## src/rtl/pe_rr_arbiter.sv

```systemverilog
// Registered N-way request encoder with fixed-priority or round-robin arbitration.
// Each winner is held as binary index + one-hot grant under a valid/ready handshake.
module pe_rr_arbiter #(
    parameter  int unsigned N = 8,
    localparam int unsigned W = $clog2(N)
) (
    input  logic         clk,
    input  logic         rst_n,
    input  logic         mode,
    input  logic [N-1:0] in,
    output logic [W-1:0] out,
    output logic [N-1:0] grant,
    output logic         valid,
    input  logic         ready
);

    localparam logic [W-1:0] LAST_IDX = W'(N - 1);

    typedef enum logic {
        IDLE = 1'b0,
        HOLD = 1'b1
    } state_t;

    state_t       state_q;
    state_t       state_d;

    logic [W-1:0] out_q;
    logic [N-1:0] grant_q;
    logic [W-1:0] ptr_q;
    logic         rr_q;

    logic         any_c;
    logic         hs_c;
    logic         load_c;
    logic         clear_c;
    logic [W-1:0] ptr_next_c;
    logic [W-1:0] start_c;
    logic [W-1:0] fixed_win_c;
    logic [W-1:0] rr_win_c;
    logic [W-1:0] win_c;
    logic [N-1:0] onehot_c;

    assign any_c = |in;
    assign hs_c  = (state_q == HOLD) && ready;

    // Pointer wraps at N-1, so non-power-of-two N never produces an illegal index.
    assign ptr_next_c = (out_q == LAST_IDX) ? '0 : out_q + W'(1);

    // A winner loaded on a handshake edge already sees the advanced pointer.
    assign start_c = (hs_c && rr_q) ? ptr_next_c : ptr_q;

    always_comb begin : fixed_pick
        fixed_win_c = '0;
        for (int unsigned i = 0; i < N; i++) begin
            if (in[i]) fixed_win_c = W'(i);
        end
    end

    always_comb begin : rr_pick
        logic [W-1:0] cand;
        logic         found;
        rr_win_c = start_c;
        cand     = start_c;
        found    = 1'b0;
        for (int unsigned i = 0; i < N; i++) begin
            if (!found && in[cand]) begin
                rr_win_c = cand;
                found    = 1'b1;
            end
            cand = (cand == LAST_IDX) ? '0 : cand + W'(1);
        end
    end

    assign win_c = mode ? rr_win_c : fixed_win_c;

    always_comb begin : onehot_gen
        onehot_c = '0;
        for (int unsigned i = 0; i < N; i++) begin
            onehot_c[i] = (win_c == W'(i));
        end
    end

    always_ff @(posedge clk or negedge rst_n) begin : state_reg
        if (!rst_n) state_q <= IDLE;
        else        state_q <= state_d;
    end

    always_comb begin : next_state
        state_d = state_q;
        case (state_q)
            IDLE:    if (any_c) state_d = HOLD;
            HOLD:    if (ready && !any_c) state_d = IDLE;
            default: state_d = IDLE;
        endcase
    end

    always_comb begin : fsm_outputs
        load_c  = 1'b0;
        clear_c = 1'b0;
        case (state_q)
            IDLE: load_c = any_c;
            HOLD: begin
                load_c  = ready && any_c;
                clear_c = ready && !any_c;
            end
            default: ;
        endcase
    end

    // Result registers; out keeps its last value when the grant is retired.
    always_ff @(posedge clk or negedge rst_n) begin : result_reg
        if (!rst_n) begin
            out_q   <= '0;
            grant_q <= '0;
            rr_q    <= 1'b0;
        end else if (load_c) begin
            out_q   <= win_c;
            grant_q <= onehot_c;
            rr_q    <= mode;
        end else if (clear_c) begin
            grant_q <= '0;
        end
    end

    // Pointer advances only on an accepted round-robin grant.
    always_ff @(posedge clk or negedge rst_n) begin : ptr_reg
        if (!rst_n)            ptr_q <= '0;
        else if (hs_c && rr_q) ptr_q <= ptr_next_c;
    end

    assign out   = out_q;
    assign grant = grant_q;
    assign valid = (state_q == HOLD);

    a_grant_onehot : assert property (@(posedge clk) disable iff (!rst_n)
        valid |-> (grant == (N'(1) << out)));
    a_grant_idle : assert property (@(posedge clk) disable iff (!rst_n)
        !valid |-> (grant == '0));
    a_out_range : assert property (@(posedge clk) disable iff (!rst_n)
        ({1'b0, out} < (W + 1)'(N)));

endmodule
```

## config.mk

```make
export PLATFORM = sky130hd
export DESIGN_NAME = pe_rr_arbiter
export DESIGN_NICKNAME = d
export VERILOG_FILES = /design/src/rtl/pe_rr_arbiter.sv
export SDC_FILE = /design/constraint.sdc
export NUM_CORES = 1
export LEC_CHECK = 0
export ABC_AREA = 1
export BUFFER_PORTS_ARGS = -buffer_cell sky130_fd_sc_hd__clkbuf_2
export CAP_MARGIN = 40
export CORE_AREA = 2 2 75 77
export DETAILED_ROUTE_END_ITERATION = 10
export DIE_AREA = 0 0 77 79
export HOLD_SLACK_MARGIN = 0.02
export PLACE_DENSITY = 0.65
export SYNTH_ARGS = -nofsm -noshare
export SYNTH_HDL_FRONTEND = slang
export SYNTH_SLANG_ARGS = --single-unit
```

## constraint.sdc

```tcl
create_clock -name clk -period 5.15 [get_ports clk]
set_input_delay 1.03 -clock clk [delete_from_list [all_inputs] [get_ports clk]]
set_output_delay 1.03 -clock clk [all_outputs]
set_load 0.01 [all_outputs]
```

==> reports/metrics.csv, run 1 <==
metric,value,unit
outcome,finished clean,
Worst Setup EP,grant[6],
Final Net Count,413,
DRC,0,
Post-Synthesis Mean Instance Area,6.177,sq um
die width,77,microns
Reg-to-Reg End,grant[6],
gr usage total,20.73,%
Clock Sinks,16,
final period utilization,97.49,%
Reg2Reg Launch Point,out[0],
Final min period,5.021,ns
Final setup viols,0,
Synth Warn #,0,
Startpoint Class,primary input,
largest area contributor in the netlist,nand2_1,
diode count,0,
Worst setup EP type,register,
Setup Skew,0.007807,ns
fillers,562,
Max clock buf depth,2,
Vias,2364,
Register-to-Register Setup Slack,0.20,ns
Syn-to-layout area delta,38.50,%
library cells used by synthesis,28,
critical path required time,5.33,ns
Crit Path Category,in -> reg,
chip height,79,microns
wire per inst,13.37,microns
area of the multi-input gates,0.001744,sq mm
Vias/cell,5.139,
Worst Setup SP,ready,
Initial Utilization,38.42,%
Worst-Skew Late Latency,0.25,ns
CP max stage delay,0.27,ns
Cells after DPL,451,
initial antenna violation count,0,
Cells after Synth,332,
Area contributors post-synth,"nand2_1, dfrtp_1, nand3_1",
Synth Net Count,355,
Reg area,400.4,sq um
Placer Congestion,0.9107,
worst hold slack,0.4771,ns
RSZ-0062 raised after global routing,yes,
fraction of layout cells with a size suffix above 1,37.37,%
cell row count,27,
Final Max Slew Viols,0,
CTS H-tree lvls,1,
CP max FO,5,
IO buf count,23,
number of global-route vias before repair,2249,
sequential area share after synthesis,19.52,%
number of max-cap violations,0,
final setup TNS,0,ns
initial DRC count,115,
most frequent CP cell,ha_4,
die footprint,0.006083,sq mm
Non-Filler Instances,460,
Rel. slew slack,50.53,%
"CTS clk-pin slew, worst paths",0.05,ns
worst hold path type,reg -> reg,
cts bufs inserted,3,
first-pass GRT wire length,10.29,mm
hold_buf cts,0,
Ports,24,
share of the synthesized area in the top cell type,20.87,%
post-DP HPWL,4.998,mm
overall routed net length,6.148,mm
Slew @ Worst Pin,0.7343,ns
synthesized area,0.002051,sq mm
Initial DRT Pass Iterations,4,
Slowest cell on crit path,ha_4,
GRT overflow,0,
largest net degree at the start of global routing,18,
post-route ant nets,0,
Fin. Hold Viols,0,
flip-flop and latch count after synthesis,16,
CP Data Arrival Time,5.20,ns
maximum clock frequency,199.2,MHz
CTS tree,yes,
core area,0.005338,sq mm
clock root cell,clkbuf_8,
R2R cell count,40,
cell usage after synthesis (all sizes together):
cell / instances
buf: 4
nand2: 130
clkinv: 1
nand4: 17
dfrtp: 16
nor2: 20
nor3: 1
a21oi: 8
inv: 42
nand3: 69
o21ai: 11
ha: 11
o211ai: 1
a31oi: 1
through the flow:
step                cell area, sq um  utilization, %  setup slack (ns)
floorplan                       2226               -           -0.1312
global placement                2604           48.78           -0.1558
detailed placement              2604           48.78           -0.2300
CTS                             2645           49.55           0.01791
global route                    2840           53.21           -0.1060
finish                          2840           53.21            0.1293
final cells by class:
type	instances	area share [%]
Clock buffer	3	1.454
Timing Repair Buffer	57	13.66
Sequential cell	16	14.10
Multi-Input combinational cell	269	61.41
Tap cell	72	3.172
Inverter	43	6.211
cells in the final DEF (no fill, tap or decap), types with 2 or more instances in the layout:
cell type / Yosys / layout
a21oi_1: 6 / 4
a21oi_2: 2 / 3
buf_4: 1 / 32
buf_6: 2 / 2
clkbuf_2: 0 / 22
clkbuf_8: 0 / 3
dfrtp_1: 16 / 16
ha_1: 11 / 2
ha_4: 0 / 9
inv_1: 38 / 29
inv_2: 4 / 7
inv_4: 0 / 6
nand2_1: 114 / 99
nand2_2: 13 / 20
nand2_4: 3 / 11
nand3_1: 61 / 56
nand3_2: 6 / 9
nand3_4: 2 / 4
nand4_1: 14 / 14
nand4_2: 2 / 2
nor2_1: 14 / 12
nor2_2: 4 / 2
nor2_4: 2 / 6
o21ai_0: 4 / 4
o21ai_1: 5 / 4
o21ai_4: 0 / 2
how the worst min path moves through the flow:
stage               slack (ns)  depth (start not counted)        to     start
detailed placement        0.47                          2  grant[2]  grant[2]
global placement          0.46                          2  grant[2]  grant[2]
global route              0.50                          2  grant[2]  grant[2]
CTS                       0.48                          2  grant[2]  grant[2]
finish                    0.48                          2  grant[1]  grant[1]
floorplan                 0.52                          2  grant[5]  grant[5]
repair_timing:
item / in CTS / in global routing
gates resized for setup: 0 / 36
endpoints found under the setup margin: 0 / 11
setup buffers: 0 / 6
per-layer routing:
metal  vias up  wire length [microns]  GRT usage (%)
met4         0                    168          8.929
met5         -                      0              0
met2        71                   3020          36.84
met1      1070                   2676          25.87
met3        13                    282          1.591
li1       1210                      -              -
flip-flops by register name, indices dropped and copies added (netlist names):
signal / flops
ptr_q: 3
grant: 8
valid: 1
out: 3
rr_q: 1
critical path: cells and delay by family:
kind                       cells  cell delay (ns)
AOI/OAI and AO/OA              3             0.25
buffers and inverters          9             0.54
adders and majority gates      9             1.77
and+or+nand+nor               18             1.57
cell families (layout without fill, tap and decap cells):
logic type | count (synthesis) | count (layout) | share of synthesized area (%)
and+or+nand+nor | 237 | 237 | 58.21
buffers and inverters | 47 | 103 | 9.518
AOI/OAI and AO/OA | 21 | 21 | 6.041
DFF | 16 | 16 | 19.52
adders and majority gates | 11 | 11 | 6.711
Power of run 1 is left out: the tool's default activity adds up to more than one toggle a clock period on the data nets, which glitch-free logic cannot reach.
==> inputs of run 2 (changes only) <==
--- a/config.mk
+++ b/config.mk
@@ -8,11 +8,14 @@
 export ABC_AREA = 1
 export BUFFER_PORTS_ARGS = -buffer_cell sky130_fd_sc_hd__clkbuf_2
 export CAP_MARGIN = 40
-export CORE_AREA = 2 2 75 77
+export CELL_PAD_IN_SITES_DETAIL_PLACEMENT = 1
+export CELL_PAD_IN_SITES_GLOBAL_PLACEMENT = 2
+export CORE_AREA = 2 2 68 119
 export DETAILED_ROUTE_END_ITERATION = 10
-export DIE_AREA = 0 0 77 79
+export DIE_AREA = 0 0 70 121
 export HOLD_SLACK_MARGIN = 0.02
-export PLACE_DENSITY = 0.65
+export PLACE_DENSITY = 0.8
+export SETUP_SLACK_MARGIN = 0.15
 export SYNTH_ARGS = -nofsm -noshare
 export SYNTH_HDL_FRONTEND = slang
 export SYNTH_SLANG_ARGS = --single-unit
==> run 2 against run 1 <==
Design area increased by 5.0%. Wire length increased by 25%. Worst hold slack got worse by 0.0034 ns. Global-route usage decreased by 1.7 points. Register-to-register slack about the same. Clock-buffer cell count unchanged. Core utilization decreased by 13 points. Sequential share of layout area decreased by 0.67 points. Flip-flop and latch count unchanged. Clock skew decreased by 0.0040 ns. Critical endpoint unchanged. Largest cell class unchanged.
==> reports/metrics.csv, run 2 (synthesized netlist as in run 1, its figures left out) <==
metric,value,unit,change
outcome,finished clean,,unchanged
worst hold path type,reg -> reg,,unchanged
gr usage total,19.05,%,was 20.73%
CP max FO,7,,was 5
max reg flops,8,,unchanged
cts bufs inserted,3,,unchanged
number of max-cap violations,0,,unchanged
Setup Skew,0.003829,ns,was 0.007807 ns
Vias/cell,5.068,,was 5.139
DRC,0,,unchanged
final period utilization,97.55,%,was 97.49%
die width,70,microns,was 77 microns
Fin. Hold Viols,0,,unchanged
Crit Path Category,in -> reg,,unchanged
fraction of layout cells with a size suffix above 1,39.80,%,was 37.37%
sum of buffers and inverters on the critical path,9,,unchanged
clock root cell,clkbuf_16,,was clkbuf_8
diode count,0,,unchanged
Slowest cell on crit path,ha_4,,unchanged
Initial DRT Pass Iterations,4,,unchanged
cell row count,42,,was 27
"CP delay by family, top",simple AND/OR/NAND/NOR gates,,was adder cells
worst hold slack,0.4736,ns,was 0.4771 ns
"CTS clk-pin slew, worst paths",0.05,ns,about the same
initial DRC count,57,,was 115
maximum clock frequency,199.0,MHz,was 199.2 MHz
hold_buf cts,0,,unchanged
Syn-to-layout area delta,45.45,%,was 38.50%
post-route ant nets,0,,unchanged
Slew @ Worst Pin,0.8603,ns,was 0.7343 ns
final setup TNS,0,ns,unchanged
Clock Sinks,16,,unchanged
Placer Congestion,0.8531,,was 0.9107
CTS H-tree lvls,1,,unchanged
first-pass GRT wire length,12.55,mm,was 10.29 mm
overall routed net length,7.673,mm,was 6.148 mm
initial antenna violation count,0,,unchanged
"most common cell after layout, fill and taps aside",nand2_1,,unchanged
most frequent CP cell,ha_4,,unchanged
Final Max Slew Viols,0,,unchanged
post-DP HPWL,6.581,mm,was 4.998 mm
Final min period,5.024,ns,was 5.021 ns
Vias,2458,,was 2364
Rel. slew slack,42.04,%,was 50.53%
GRT overflow,0,,unchanged
Ports,24,,unchanged
largest net degree at the start of global routing,18,,unchanged
most frequent cells in the layout,"nand2_1, nand3_1, buf_4, inv_1, clkbuf_2",,unchanged
critical path required time,5.33,ns,about the same
Max clock buf depth,2,,unchanged
Final setup viols,0,,unchanged
Startpoint Class,primary input,,unchanged
CTS tree,yes,,unchanged
RSZ-0062 raised after global routing,yes,,unchanged
chip height,121,microns,was 79 microns
CP max stage delay,0.27,ns,about the same
core area,0.007462,sq mm,was 0.005338 sq mm
die footprint,0.008470,sq mm,was 0.006083 sq mm
CP Data Arrival Time,5.20,ns,about the same
Worst-Skew Late Latency,0.25,ns,about the same
Worst setup EP type,register,,unchanged
wire per inst,15.82,microns,was 13.37 microns
IO buf count,23,,unchanged
Initial Utilization,27.48,%,was 38.42%
number of global-route vias before repair,2626,,was 2249
Final Net Count,422,,was 413
## run 2: cell types whose count changed in the layout (fill, tap and decap cells not counted), sizes merged
| cell | change |
|---|---|
| buf | +9 |
## run 2: timing repair
action,in CTS,in global routing
endpoints found under the setup margin,11,11
pin swaps,21,27
gates resized for setup,12,30
setup buffers,11,3
## run 2: layout make-up
| class | instances | area (sq um) |
|---|---|---|
| inverter | 43 | 176.4 |
| tap | 88 | 110.1 |
| clock buffer | 3 | 75.07 |
| fill | 964 | 4479 |
| timing repair buffer | 66 | 466.7 |
| sequential | 16 | 400.4 |
| multi-input combinational | 269 | 1754 |
## run 2: worst paths after layout
kind	startpoint	end	slack [ns]	cells after the start
max	ready	grant[6]	0.13	41
min	grant[3]	grant[3]	0.47	2
max reg2reg	out[0]	grant[6]	0.20	42
min reg2reg	grant[3]	grant[3]	0.47	2
max in group asynchronous	rst_n	grant[0]	4.14	1
min in group asynchronous	rst_n	ptr_q[2]	0.71	1
## run 2: metal layers
| metal | wire length (microns) | up-vias | GRT usage (%) |
|---|---|---|---|
| li1 | - | 1223 | - |
| met1 | 2613 | 1181 | 17.07 |
| met2 | 4574 | 35 | 40.42 |
| met3 | 111 | 19 | 1.163 |
| met4 | 372 | 0 | 9.976 |
| met5 | 0 | - | 0 |
## run 2: worst register-to-register path: cells and delay by family (launching register included)
family / cells / cell delay, ns
DFF: 1 / 0.42
buffers and inverters: 8 / 0.39
AOI/OAI and AO/OA: 2 / 0.18
and+or+nand+nor: 21 / 1.82
adders and majority gates: 11 / 2.06
## run 2: per-stage QoR
stage,setup WS (ns),utilization [%],std cells,area [sq um]
after floorplan,-0.1312,-,332,2226
after global placement,-0.2494,35.26,468,2631
after detailed placement,-0.4318,35.26,468,2631
after CTS,0.03144,38.18,482,2849
after global routing,-0.1163,39.97,485,2983
final,0.1260,39.97,485,2983
Power of run 2 is left out for the same reason.
==> inputs of run 3 (changes only) <==
--- a/config.mk
+++ b/config.mk
@@ -7,7 +7,7 @@
 export LEC_CHECK = 0
 export ABC_AREA = 1
 export BUFFER_PORTS_ARGS = -buffer_cell sky130_fd_sc_hd__clkbuf_2
-export CAP_MARGIN = 40
+export CAP_MARGIN = 20
 export CELL_PAD_IN_SITES_DETAIL_PLACEMENT = 1
 export CELL_PAD_IN_SITES_GLOBAL_PLACEMENT = 2
 export CORE_AREA = 2 2 68 119
@@ -15,6 +15,7 @@
 export DIE_AREA = 0 0 70 121
 export HOLD_SLACK_MARGIN = 0.02
 export PLACE_DENSITY = 0.8
+export RECOVER_POWER = 50
 export SETUP_SLACK_MARGIN = 0.15
 export SYNTH_ARGS = -nofsm -noshare
 export SYNTH_HDL_FRONTEND = slang
==> constraint.sdc (replaced) <==
create_clock -name clk -period 5.15 [get_ports clk]
set_input_delay 0.7725 -clock clk [delete_from_list [all_inputs] [get_ports clk]]
set_output_delay 0.7725 -clock clk [all_outputs]
set_load 0.01 [all_outputs]
==> run 3 against run 2 <==
Worst hold slack got worse by 0.0019 ns. Cell count fell by 2.3%. Core utilization fell by 1.2 points. Non-clock buffer count down 11. Design area decreased by 3.1%. Global-route usage grew 0.16 points. Setup slack gained 0.16 ns.
==> reports/metrics.csv, run 3 (synthesized netlist as in run 1, its figures left out) <==
metric,value,unit,change
outcome,finished clean,,unchanged
Vias,2417,,was 2458
Final min period,4.865,ns,was 5.024 ns
Reg2Reg Launch Point,out[1],,was out[0]
DRC,0,,unchanged
core area,0.007462,sq mm,unchanged
"Most Used Layer, Global Route",met2,,unchanged
"CTS clk-pin slew, worst paths",0.05,ns,about the same
Fin. Hold Viols,0,,unchanged
"CP delay by family, top",adder cells,,was simple AND/OR/NAND/NOR gates
Final Max Slew Viols,0,,unchanged
critical path required time,5.34,ns,was 5.33 ns
fraction of layout cells with a size suffix above 1,36.53,%,was 39.80%
met3 Resource Use GR,1.744,%,was 1.163%
CTS H-tree lvls,1,,unchanged
Placement Cell Area,0.002584,sq mm,was 0.002631 sq mm
Slew @ Worst Pin,0.9618,ns,was 0.8603 ns
cts bufs inserted,3,,unchanged
CP max FO,6,,was 7
Max clock buf depth,2,,unchanged
Vias/cell,5.099,,was 5.068
Syn-to-layout area delta,40.94,%,was 45.45%
GRT overflow,0,,unchanged
Placer Congestion,0.7998,,was 0.8531
cell row count,42,,unchanged
die footprint,0.008470,sq mm,unchanged
max reg flops,8,,unchanged
clock root cell,clkbuf_16,,unchanged
most frequent CP cell,ha_4,,unchanged
Ports,24,,unchanged
post-route ant nets,0,,unchanged
initial DRC count,47,,was 57
RSZ-0062 raised after global routing,yes,,unchanged
worst hold slack,0.4718,ns,was 0.4736 ns
wire per inst,16.46,microns,was 15.82 microns
most frequent cells in the layout,"nand2_1, nand3_1, buf_4, inv_1, clkbuf_2",,unchanged
min-delay src,grant[1],,was grant[3]
Final Net Count,411,,was 422
chip height,121,microns,unchanged
worst hold path type,reg -> reg,,unchanged
final period utilization,94.46,%,was 97.55%
Clock Sinks,16,,unchanged
diode count,0,,unchanged
die width,70,microns,unchanged
fillers,984,,was 964
Setup Skew,0.005993,ns,was 0.003829 ns
Initial DRT Pass Iterations,4,,unchanged
sum of buffers and inverters on the critical path,9,,unchanged
Non-Filler Instances,474,,was 485
CP max stage delay,0.29,ns,was 0.27 ns
maximum clock frequency,205.6,MHz,was 199.0 MHz
first-pass GRT wire length,12.74,mm,was 12.55 mm
CTS tree,yes,,unchanged
fin area,0.002890,sq mm,was 0.002983 sq mm
"most common cell after layout, fill and taps aside",nand2_1,,unchanged
initial antenna violation count,0,,unchanged
Worst setup EP type,register,,unchanged
Cells after DPL,461,,was 468
largest net degree at the start of global routing,18,,unchanged
number of max-cap violations,0,,unchanged
Crit Path Category,in -> reg,,unchanged
number of global-route vias before repair,2549,,was 2626
post-DP HPWL,6.506,mm,was 6.581 mm
IO buf count,23,,unchanged
Slowest cell on crit path,ha_4,,unchanged
Rel. slew slack,35.21,%,was 42.04%
gr usage total,19.21,%,was 19.05%
CP Data Arrival Time,5.05,ns,was 5.20 ns
Worst Setup SP,ready,,unchanged
hold_buf cts,0,,unchanged
met1 Use GR,18.67,%,was 17.07%
GR Layer Usage met2,39.17,%,was 40.42%
Final setup viols,0,,unchanged
Startpoint Class,primary input,,unchanged
overall routed net length,7.801,mm,was 7.673 mm
Worst-Skew Late Latency,0.25,ns,about the same
Initial Utilization,27.48,%,unchanged
[run 3: routing by layer]
metal / vias to the layer above / part of all wire [%]
met5: - / 0
met2: 36 / 58
met4: 0 / 4.3
met3: 14 / 2.0
met1: 1160 / 35
li1: 1207 / -
[run 3: path summary, 6_finish.rpt]
check | endpoint | slack [ns] | cells after the start
min in group asynchronous | ptr_q[2] | 0.63 | 1
min reg2reg | grant[1] | 0.47 | 2
max in group asynchronous | grant[4] | 3.96 | 1
max | grant[2] | 0.29 | 40
min | grant[1] | 0.47 | 2
max reg2reg | grant[2] | 0.30 | 41
[run 3: cell type report]
cell class / count / area, sq um / area share (%)
inverters: 43 / 178.9 / 6.190
well taps: 88 / 110.1 / 3.810
clock buffers: 3 / 75.07 / 2.597
repair buffers: 55 / 352.8 / 12.21
multi-input cells: 269 / 1773 / 61.34
flip-flops and latches: 16 / 400.4 / 13.85
[run 3: what timing repair did]
item                                    in CTS  in global routing
gates resized for setup                      2                 38
endpoints found under the setup margin       8                 11
setup buffers                                2                  8
pin swaps                                    4                 31
[run 3: tightest hold or removal path: cells and delay by family (launching register included)]
kind | cells | cell delay, ns
DFF | 1 | 0.34
and+or+nand+nor | 2 | 0.10
[run 3: per-stage QoR]
step                worst slack, ns  setup TNS [ns]  utilization [%]
finish                       0.2852               0            38.73
global route               0.005060               0            38.73
CTS                          0.1581               0            35.92
detailed placement         -0.06115         -0.3395            34.62
global placement            0.05128               0            34.62
floorplan                    0.1263               0                -
Power of run 3 is left out for the same reason.
